$ cat src/rtl/imm_pkg.sv
// Shared definitions for the immediate-generation stage: format encodings and
// the legal-XLEN check used at elaboration.
package imm_pkg;

    localparam logic [2:0] IMM_I     = 3'b000;
    localparam logic [2:0] IMM_S     = 3'b001;
    localparam logic [2:0] IMM_B     = 3'b010;
    localparam logic [2:0] IMM_J     = 3'b011;
    localparam logic [2:0] IMM_U     = 3'b100;
    localparam logic [2:0] IMM_SHAMT = 3'b101;
    localparam logic [2:0] IMM_ZIMM  = 3'b110;
    localparam logic [2:0] IMM_RSVD  = 3'b111;

    function automatic bit imm_xlen_legal(input int xlen);
        return (xlen == 32) || (xlen == 64);
    endfunction

endpackage

$ cat src/rtl/imm_extend.sv
// Combinational format mux: picks the immediate field for imm_src out of the
// instruction word and extends it to XLEN; reserved select flags illegal.
module imm_extend
    import imm_pkg::*;
#(
    parameter int XLEN = 32
) (
    input  logic [31:0]     instr,
    input  logic [2:0]      imm_src,
    output logic [XLEN-1:0] imm,
    output logic            illegal
);

    logic [31:0] w_u_field;
    logic        unused_opcode;

    assign w_u_field     = {instr[31:12], 12'b0};
    assign unused_opcode = ^instr[6:0];

    // Signed size casts do the sign extension; unsigned casts zero-extend.
    always_comb begin
        imm     = '0;
        illegal = 1'b0;
        case (imm_src)
            IMM_I:     imm = XLEN'($signed(instr[31:20]));
            IMM_S:     imm = XLEN'($signed({instr[31:25], instr[11:7]}));
            IMM_B:     imm = XLEN'($signed({instr[31], instr[7], instr[30:25],
                                            instr[11:8], 1'b0}));
            IMM_J:     imm = XLEN'($signed({instr[31], instr[19:12], instr[20],
                                            instr[30:21], 1'b0}));
            IMM_U:     imm = XLEN'($signed(w_u_field));
            IMM_SHAMT: imm = (XLEN == 32) ? XLEN'(instr[24:20]) : XLEN'(instr[25:20]);
            IMM_ZIMM:  imm = XLEN'(instr[19:15]);
            default: begin
                imm     = '0;
                illegal = 1'b1;
            end
        endcase
    end

endmodule

$ cat src/rtl/imm_gen_stage.sv
// Registered immediate generator with a 2-entry skid buffer on a valid/ready
// handshake. Define IMM_GEN_STATS_EN to add pop/illegal-pop counters.
module imm_gen_stage
    import imm_pkg::*;
#(
    parameter int XLEN  = 32,
    parameter int ILEN  = 32,
    parameter int TAG_W = 32
) (
    input  logic             clk,
    input  logic             rstn,
    input  logic             en,
    input  logic             flush,
    input  logic             in_valid,
    output logic             in_ready,
    input  logic [ILEN-1:0]  instr,
    input  logic [2:0]       imm_src,
    input  logic [TAG_W-1:0] in_tag,
    output logic             out_valid,
    input  logic             out_ready,
    output logic [XLEN-1:0]  imm,
    output logic [TAG_W-1:0] out_tag,
    output logic             out_illegal
`ifdef IMM_GEN_STATS_EN
    ,
    output logic [31:0]      stat_count,
    output logic [15:0]      stat_illegal
`endif
);

    if (!imm_xlen_legal(XLEN)) begin : g_xlen_check
        $error("imm_gen_stage: XLEN must be 32 or 64");
    end

    logic [XLEN-1:0]  w_imm;
    logic             w_illegal;
    logic             w_accept;
    logic             w_pop;
    logic             w_to_main;
    logic             w_to_skid;
    logic             w_main_valid_next;
    logic             w_skid_valid_next;

    logic             r_in_ready;
    logic             r_main_valid;
    logic [XLEN-1:0]  r_main_imm;
    logic [TAG_W-1:0] r_main_tag;
    logic             r_main_ill;
    logic             r_skid_valid;
    logic [XLEN-1:0]  r_skid_imm;
    logic [TAG_W-1:0] r_skid_tag;
    logic             r_skid_ill;

    imm_extend #(.XLEN(XLEN)) u_extend (
        .instr   (instr[31:0]),
        .imm_src (imm_src),
        .imm     (w_imm),
        .illegal (w_illegal)
    );

    // in_ready is registered; the rstn term only forces it low while reset is held.
    assign in_ready = r_in_ready && rstn;

    assign w_accept  = in_valid && r_in_ready && en;
    assign w_pop     = r_main_valid && out_ready && en;
    assign w_to_main = w_accept && (!r_main_valid || (w_pop && !r_skid_valid));
    assign w_to_skid = w_accept && !w_to_main;

    assign w_main_valid_next = !flush && (w_to_main || (r_main_valid && !w_pop)
                                          || (w_pop && r_skid_valid));
    assign w_skid_valid_next = !flush && ((r_skid_valid && !w_pop) || w_to_skid);

    always_ff @(posedge clk) begin
        if (!rstn) begin
            r_in_ready   <= 1'b0;
            r_main_valid <= 1'b0;
            r_main_imm   <= '0;
            r_main_tag   <= '0;
            r_main_ill   <= 1'b0;
            r_skid_valid <= 1'b0;
            r_skid_imm   <= '0;
            r_skid_tag   <= '0;
            r_skid_ill   <= 1'b0;
        end else begin
            r_in_ready   <= en && !w_skid_valid_next;
            r_main_valid <= w_main_valid_next;
            r_skid_valid <= w_skid_valid_next;
            if (w_pop && r_skid_valid) begin
                r_main_imm <= r_skid_imm;
                r_main_tag <= r_skid_tag;
                r_main_ill <= r_skid_ill;
            end else if (w_to_main) begin
                r_main_imm <= w_imm;
                r_main_tag <= in_tag;
                r_main_ill <= w_illegal;
            end
            if (w_to_skid) begin
                r_skid_imm <= w_imm;
                r_skid_tag <= in_tag;
                r_skid_ill <= w_illegal;
            end
        end
    end

    assign out_valid   = r_main_valid;
    assign imm         = r_main_imm;
    assign out_tag     = r_main_tag;
    assign out_illegal = r_main_ill;

`ifdef IMM_GEN_STATS_EN
    logic [31:0] r_stat_count;
    logic [15:0] r_stat_illegal;

    // A pop cancelled by flush never reached downstream, so it is not counted.
    always_ff @(posedge clk) begin
        if (!rstn) begin
            r_stat_count   <= '0;
            r_stat_illegal <= '0;
        end else if (w_pop && !flush) begin
            r_stat_count <= r_stat_count + 32'd1;
            if (r_main_ill) begin
                r_stat_illegal <= r_stat_illegal + 16'd1;
            end
        end
    end

    assign stat_count   = r_stat_count;
    assign stat_illegal = r_stat_illegal;
`endif

endmodule

$ cat config.mk
export PLATFORM = sky130hd
export DESIGN_NAME = imm_gen_stage
export DESIGN_NICKNAME = d
export VERILOG_FILES = /design/src/rtl/imm_pkg.sv /design/src/rtl/imm_extend.sv /design/src/rtl/imm_gen_stage.sv
export SDC_FILE = /design/constraint.sdc
export NUM_CORES = 1
export LEC_CHECK = 0
export CAP_MARGIN = 20
export CORE_ASPECT_RATIO = 1.5
export CORE_MARGIN = 5
export CORE_UTILIZATION = 51
export DETAILED_ROUTE_END_ITERATION = 10
export PLACE_DENSITY = 0.8
export SLEW_MARGIN = 20
export SYNTH_ARGS = -nofsm -noshare
export SYNTH_HDL_FRONTEND = slang
export SYNTH_HIERARCHICAL = 1
export SYNTH_SLANG_ARGS = --single-unit
$ cat constraint.sdc
create_clock -name clk -period 1.5 [get_ports clk]
set_input_delay 0.3 -clock clk [delete_from_list [all_inputs] [get_ports clk]]
set_output_delay 0.3 -clock clk [all_outputs]
set_load 0.01 [all_outputs]
Word level (Yosys, flattened, before mapping)
Index checks and enable logic that the tools add are counted.

word-level totals
  input bits = 73
  word-level logic and storage cells = 50
  flip-flop bits (word level) = 133
  output and inout bits = 67

operators by class
  reduce and logical (&&, ||, !) cells = 27
  muxes and demuxes = 8
  equal/unequal tests = 6

operators by type and width
  operator              number
  $pmux W32 S7          1
  $mux W32              4
  $logic_and A1 B1 Y1   14
  $eq A3 B3 Y1 const B  3
  $reduce_or A7 Y1      1
  $eq A3 B2 Y1 const B  2
  $logic_not A1 Y1      6
  $logic_or A1 B1 Y1    4
  $eq A3 B1 Y1 const B  1
  $logic_not A3 Y1      1
  $mux W1               3
  $reduce_bool A2 Y1    1

Depth between registers and ports, before layout
Gate-level depths: netlist of run 1.

  depth after elaboration = 11
  gate-level depth with buffers = 7
  mapped depth without buffers = 5

Hierarchy
Netlist of run 1, hierarchy kept.

modules (own cells, without submodules)
  module         area each (µm²)  sequential area each (µm²)  times used  cells each
  imm_gen_stage  5984.5           2662.6                      1           695
  imm_extend     589.3            0.0                         1           82

Least setup slack after synthesis of run 1
Ideal clock, no wire load.

  path kind = register to register
  from = register r_main_valid (netlist: out_valid)
  to = register r_main_imm[21] (netlist: imm[21])
  buffers on the path = 3
  arrival time = 1.321 ns
  library setup time = 0.089 ns
  cell stages (with the launch flop) = 7
  data required time = 1.411 ns
  setup slack = 0.090 ns
  path through = dfxtp_1 -> buf_6 -> and4_1 -> buf_4 -> buf_2 -> nand2_1 -> a311oi_2

between the ends
  word-level cells in the longest chain between the ends = 6
  elaborated cells between the ends (all ways) = 9

RTL lines
  what                              line                 RTL
  from (decl)                       imm_gen_stage.sv:45  logic r_main_valid;
  from (signal assigned)            imm_gen_stage.sv:86  r_main_valid <= w_main_valid_next;
  $logic_and A1 B1 Y1 (2 in a row)  imm_gen_stage.sv:65  assign w_pop = r_main_valid && out_ready && en;
  $logic_and A1 B1 Y1               imm_gen_stage.sv:66  assign w_to_main = w_accept && (!r_main_valid || (w_pop && !r_skid_valid));
  $logic_or A1 B1 Y1                imm_gen_stage.sv:66
  $logic_and A1 B1 Y1               imm_gen_stage.sv:66
  $reduce_bool A2 Y1 (no line)      -
  to (signal assigned)              imm_gen_stage.sv:89  r_main_imm <= r_skid_imm;
  to (signal assigned)              imm_gen_stage.sv:93  r_main_imm <= w_imm;
  to (decl)                         imm_gen_stage.sv:46  logic [XLEN-1:0] r_main_imm;

Several ways; a longest one is shown, not always the timed one.
A chain may end at the register's enable or synchronous reset.

Worst setup path after layout of run 1
  from = input instr[31]
  to = register r_main_imm[17] (netlist: imm[17])

between the ends
  word-level cells in the longest chain between the ends = 3

RTL lines
  what           line                 RTL
  from (decl)    imm_gen_stage.sv:16  input logic [ILEN-1:0] instr,
  $pmux W32 S7   imm_extend.sv:24     case (imm_src)
  via w_imm[17]  imm_gen_stage.sv:35  logic [XLEN-1:0] w_imm;
  $mux W32       imm_gen_stage.sv:92  end else if (w_to_main) begin
  $mux W32       imm_gen_stage.sv:88  if (w_pop && r_skid_valid) begin

The timed path passes the listed nets, and every way through them passes these cells. The select of a mux whose other input is x is not followed.

==> results of run 1 <==
-- report_power, final --
part | switching (mW) | internal [mW]
combinational | 0.619 | 0.524
sequential | 0.0408 | 3.60
clock | 1.55 | 2.88
-- path summary, 6_finish.rpt --
kind                               endpoint
worst max-delay path                imm[17]
worst min-delay path              out_valid
worst max register to register  out_tag[29]
worst min register to register   r_skid_ill
-- metal layers --
| layer | vias to the layer above | part of all wire (%) |
|---|---|---|
| met1 | 3440 | 34 |
| met3 | 119 | 9.1 |
| met4 | 0 | 5.2 |
| met2 | 491 | 51 |
| li1 | 3124 | - |
| met5 | - | 0 |
-- through the flow --
step	worst slack (ns)	instance area, sq um
6_report	-0.04370	9031
5_1_grt	-0.1287	9031
3_3_place_gp	-0.4214	8282
4_1_cts	0.0009621	8860
3_5_place_dp	-0.4746	8282
2_1_floorplan	0.09046	6574
-- cell families (layout without fill, tap and decap cells) --
logic type / after synthesis / in the layout
AO/OA/AOI/OAI: 308 / 308
XOR/XNOR: 1 / 1
flip-flops: 133 / 133
AND/OR/NAND/NOR: 225 / 225
multiplexers: 10 / 10
buffers and inverters: 100 / 233
-- worst max-delay path, stage by stage --
cell and delay (ns):
clkdlybuf4s50_1 0.51, nor2b_1 0.19, buf_6 0.17, a21oi_1 0.07
o22ai_1 0.22, nand2_1 0.11, a311oi_2 0.28
-- repair_timing --
item | 4_1_cts | 5_1_grt
pin swaps | 0 | 5
gates resized for setup | 79 | 27
hold endpoints to repair | 0 | 0
setup endpoints to repair | 85 | 78
gates cloned | 0 | 4
setup buffers | 0 | 2
-- state kept, by name (all words and copies together), names as in the netlist --
register,flops
r_skid_tag,32
r_skid_valid,1
r_skid_imm,32
imm,32
out_tag,32
r_skid_ill,1
out_valid,1
r_in_ready,1
out_illegal,1
-- placed cells by master, fill, tap and decap left out, types with 9 or more instances in the layout --
cell and n:
a21o_1 12, a21oi_1 80, a311oi_1 12, a311oi_2 53, a31oi_1 66, buf_12 18
buf_4 37, clkbuf_16 20, clkdlybuf4s50_1 60, dfxtp_1 130, dlygate4sd2_1 66, mux2i_1 9
nand2_1 131, nand3_1 67, o21ai_0 44, o21ai_1 23
-- layout make-up --
type,instances,area share [%]
clock buffer,21,5.098
clock inverter,11,1.926
inverter,3,0.1524
multi-input combinational,544,38.54
sequential,133,29.55
tap,156,2.161
timing repair buffer,198,22.57
==> flow_summary.toml, run 1 <==
[clock_network]
htreeDepth = 4
cts_buffers = 17
holdBufCountCts = 0
cts_num_sinks = 133
clock_path_buffers = 2
cts_root_buf = "clkbuf_16"
clock_latency_ns = 0.41
clkTransAtPathRegs_ns = 0.06
cts_tree = "built"

[sta]
finalSetupTns_ns = -0.07458
finalHoldViolCount = 0
fmax_ghz = 0.6478
fin_crit_sh_pct = 102.9
drv_slew = 0
tightestPinTransition_ns = 0.2979
hold_slack_ns = 0.3602
finalClockSkew_ns = 0.007538
fin_crit_ns = 1.544
setup_viol = 2
setup_ws_ns = -0.04370
rsz0062_at_grt = "true"
relSlewSlack_pct = 80.14

[detailed_routing]
first_pass_iters = 5
viasPerCell = 6.730
totalWireLength_um = 22920
ant_nets = 0
num_vias = 7174
routedWlPerCell_um = 21.50
drtIter0Drc = 721
drc_errors = 0

[power]
p_leak_nw = 3.434
totalPowerFinal_mw = 9.211
max-vdd-ir-drop_mv = 0.7131
p_per_area_mw_per_mm2 = 1020

[cells_and_area]
multi_input_area_sq_mm = 0.003481
n_antenna_cell = 0
seq_area_sq_mm = 0.002669
syn2layout_area_growth_pct = 37.38
fill_cells = 885
final_util_pct = 71.82
drive_above_1_share_pct = 19.12
num-nets-final = 970
final_cell_count_no_fill = 1066

[worst_setup_path]
rr_worst_depth = 6
arrival_ns = 1.86
critical_path.max_fanout = 9
startpoint = "instr[31]"
worstSetupEndpointType = "flop"
path_class = "in2reg"
reg2reg_slack_ns = 0.05
required_ns = 1.82
r2r_start = "out_valid"
startpoint_type = "primary input"

[logic_synthesis]
synthTopCellsByCount = "dfxtp_1, nand2_1, a21oi_1, nand3_1, a31oi_1"
synth_nets = 850
synth-seq-area-share_pct = 40.50
synth_cell_types = 39
synth-async-reset-ratio_pct = 0
yosys-top-cells-area = "dfxtp_1, a311oi_2, nand2_1"
yosysMostFrequentCell = "dfxtp_1"
synth_edf_count = 0
synthCells = 777
muxShareOfSynthArea_pct = 1.542
synth-seq-cells = 133
synth.top_cell.area_share_pct = 40.50
ys.warnings.count = 6
netlist_area_sq_mm = 0.006574
synth_top_family_by_area = "compound AO/OA/AOI/OAI gates"
synth-xor-area-share_pct = 0.4187
synthSimpleGateAreaFrac_pct = 15.44
avgSynthCellArea_sq_um = 8.460
yosys.area.top_type = "dfxtp_1"
synth_adder_area_share_pct = 0
synth_compound_area_share_pct = 34.28
synth_flop_cell = "dfxtp_1"

[global_routing]
grt_pass1_vias = 7213
met3_usage_pct = 5.709
grt_overflow = 0
grt_pass1_wl_um = 35330
met1_usage_pct = 31.17
grtUsageTotal_pct = 28.92
antenna_found_initial = 0
grt-busiest-layer = "met2"
grt_max_degree = 41
met2_usage_pct = 50.52

[die]
start_util_pct = 52.28
die_h_um = 149.1
io_pins = 140
core-area_sq_mm = 0.01257
die_area_sq_mm = 0.01531
dieWidth_um = 102.7
num_rows = 50

[run_status]
violations = "negative setup slack"
outcome = "finished, violations left"

[placement]
hpwl_um = 14050
dp_cells = 1028
gp_congestion = 0.8871
io_buffer_count = 132

[min_path]
holdCritPathClass = "in2reg"
hold_start = "en"
hold_path_depth = 4

[run]
cap_violations = 0
No activity file was read; power rests on OpenSTA's default activity.
==> inputs of run 2 (changes only) <==
- CORE_UTILIZATION: 51 -> 46
- PLACE_DENSITY: 0.8 -> 0.76
- clock period: 1.5 -> 1.4 ns (I/O delays scaled with it)
==> run 2 against run 1 <==
The flow still finishes with violations (negative setup slack). Global-route usage fell by 4.2 points. Non-clock buffer count is 5 higher. Clock power is 2% higher. Worst hold slack got worse by 0.0094 ns. Utilization is 6.7 points lower. Cell count grew 3.8%. Critical path depth decreased by 3. Clock skew up 0.0091 ns. Combinational power is 5% higher. Total power grew 4.1%. Die area rose by 10%. Register-to-register slack lost 0.06 ns. Critical path type is now reg2reg. Largest power group unchanged.
==> flow_summary.toml, run 2 (synthesized netlist as in run 1, its figures left out) <==
[run_status]
outcome = "finished, violations left"
violations = "negative setup slack"

[clock_network]
htreeDepth = 4
clkTransAtPathRegs_ns = 0.06
cts_buffers = 17
clock_path_buffers = 2
cts_tree = "built"
holdBufCountCts = 0
cts_root_buf = "clkbuf_16"
clock_latency_ns = 0.42
cts_num_sinks = 133

[worst_setup_path]
startpoint_type = "flop"
critical_path.max_fanout = 12
path_class = "reg2reg"
worstSetupEndpointType = "flop"
arrival_ns = 1.73
required_ns = 1.72
r2r_start = "r_in_ready"
reg2reg_slack_ns = -0.01
startpoint = "r_in_ready"

[sta]
drv_slew = 0
fmax_ghz = 0.7094
setup_viol = 3
hold_slack_ns = 0.3508
fin_crit_sh_pct = 100.7
fin_crit_ns = 1.410
setup_ws_ns = -0.009605
finalHoldViolCount = 0
rsz0062_at_grt = "true"
finalClockSkew_ns = 0.01665
tightestPinTransition_ns = 0.4905
relSlewSlack_pct = 67.30

[detailed_routing]
totalWireLength_um = 21930
viasPerCell = 6.159
drtIter0Drc = 569
ant_nets = 0
first_pass_iters = 7
drc_errors = 0
routedWlPerCell_um = 19.81
num_vias = 6818

[power]
max-vdd-ir-drop_mv = 0.9810
p_per_area_mw_per_mm2 = 1048
switching_share_pct = 26.11
seq_power_share_pct = 40.6
p_leak_nw = 3.415
clkPwrFrac_pct = 46.9
p_sw_mw = 2.504
totalPowerFinal_mw = 9.589
p_int_mw = 7.086
power_frac_comb_pct = 12.5

[die]
dieWidth_um = 107.6
core-area_sq_mm = 0.01406
die_area_sq_mm = 0.01683
die_h_um = 156.4
num_rows = 53
io_pins = 140
start_util_pct = 46.76

[global_routing]
grt_overflow = 0
antenna_found_initial = 0
grt_pass1_vias = 6647
grt_pass1_wl_um = 33330
grtUsageTotal_pct = 24.68
grt_max_degree = 46

[min_path]
holdCritPathClass = "in2reg"
hold_start = "en"

[cells_and_area]
mostFrequentLayoutCells = "nand2_1, dfxtp_1, a21oi_1"
drive_above_1_share_pct = 20.55
syn2layout_area_growth_pct = 39.19
fill_cells = 1193
final_cell_count_no_fill = 1107
n_antenna_cell = 0
num-nets-final = 975

[run]
cap_violations = 0

[placement]
gp_congestion = 0.9278
hpwl_um = 13380
io_buffer_count = 132
dp_cells = 1069
run 2: changes by cell type in the layout (fill, tap and decap cells not counted), sizes merged, moves of 2 or more:
cell / previous run / this run
buf: 64 / 71
bufinv: 4 / 2
clkbuf: 26 / 21
clkdlybuf4s15: 0 / 4
dlygate4sd2: 66 / 64
dlymetal6s2s: 3 / 0
inv: 4 / 9
run 2: final timing paths:
check / end / cells after the start
min: r_in_ready / 3
max reg2reg: out_tag[8] / 4
min reg2reg: r_skid_tag[27] / 2
max: out_tag[8] / 4
run 2: power groups by stage:
stage	sequential, mW	combinational [mW]	clock, mW
after floorplan	4.00	0.571	0
after global placement	3.98	1.17	0
after detailed placement	3.98	1.19	0
after CTS	3.89	1.15	4.55
after global routing	3.90	1.28	4.74
final	3.89	1.20	4.50
run 2: stage by stage:
| step | setup slack [ns] | TNS (ns) | area [sq um] | util [%] |
|---|---|---|---|---|
| after floorplan | -0.009541 | -0.4630 | 6574 | - |
| after global placement | -0.5173 | -47.97 | 8377 | 59.59 |
| after detailed placement | -0.5793 | -52.43 | 8377 | 59.59 |
| after CTS | -0.04514 | -0.8317 | 8940 | 63.59 |
| after global routing | -0.06403 | -0.8380 | 9150 | 65.09 |
| final | -0.009605 | -0.02531 | 9150 | 65.09 |
run 2: layer usage:
layer | routed length (um) | global-route usage [%] | vias to the layer above
met1 | 8186 | 28.11 | 3273
met5 | 0 | 0 | -
met3 | 1677 | 6.562 | 70
met4 | 840 | 12.33 | 0
met2 | 11230 | 42.29 | 341
li1 | - | - | 3134
run 2: cell type report:
cell class	instances	area [sq um]	share of cell area, %
timing repair buffer	203	2102	22.97
sequential	133	2668	29.15
multi-input combinational	544	3531	38.59
inverter	3	13.76	0.1504
clock inverter	14	166.4	1.819
clock buffer	18	429.2	4.690
tap	192	240.2	2.625
run 2: critical path: stages, from the launching register on:
cell and delay (ns):
dfxtp_2 0.34, a22o_2 0.30, and3_4 0.26, buf_12 0.17, a311oi_2 0.23
run 2: timing repair:
item / 4_1_cts / 5_1_grt
gates resized for setup: 82 / 31
setup endpoints to repair: 146 / 86
cloned: 1 / 3
pin swaps: 1 / 5
setup buffers: 0 / 2
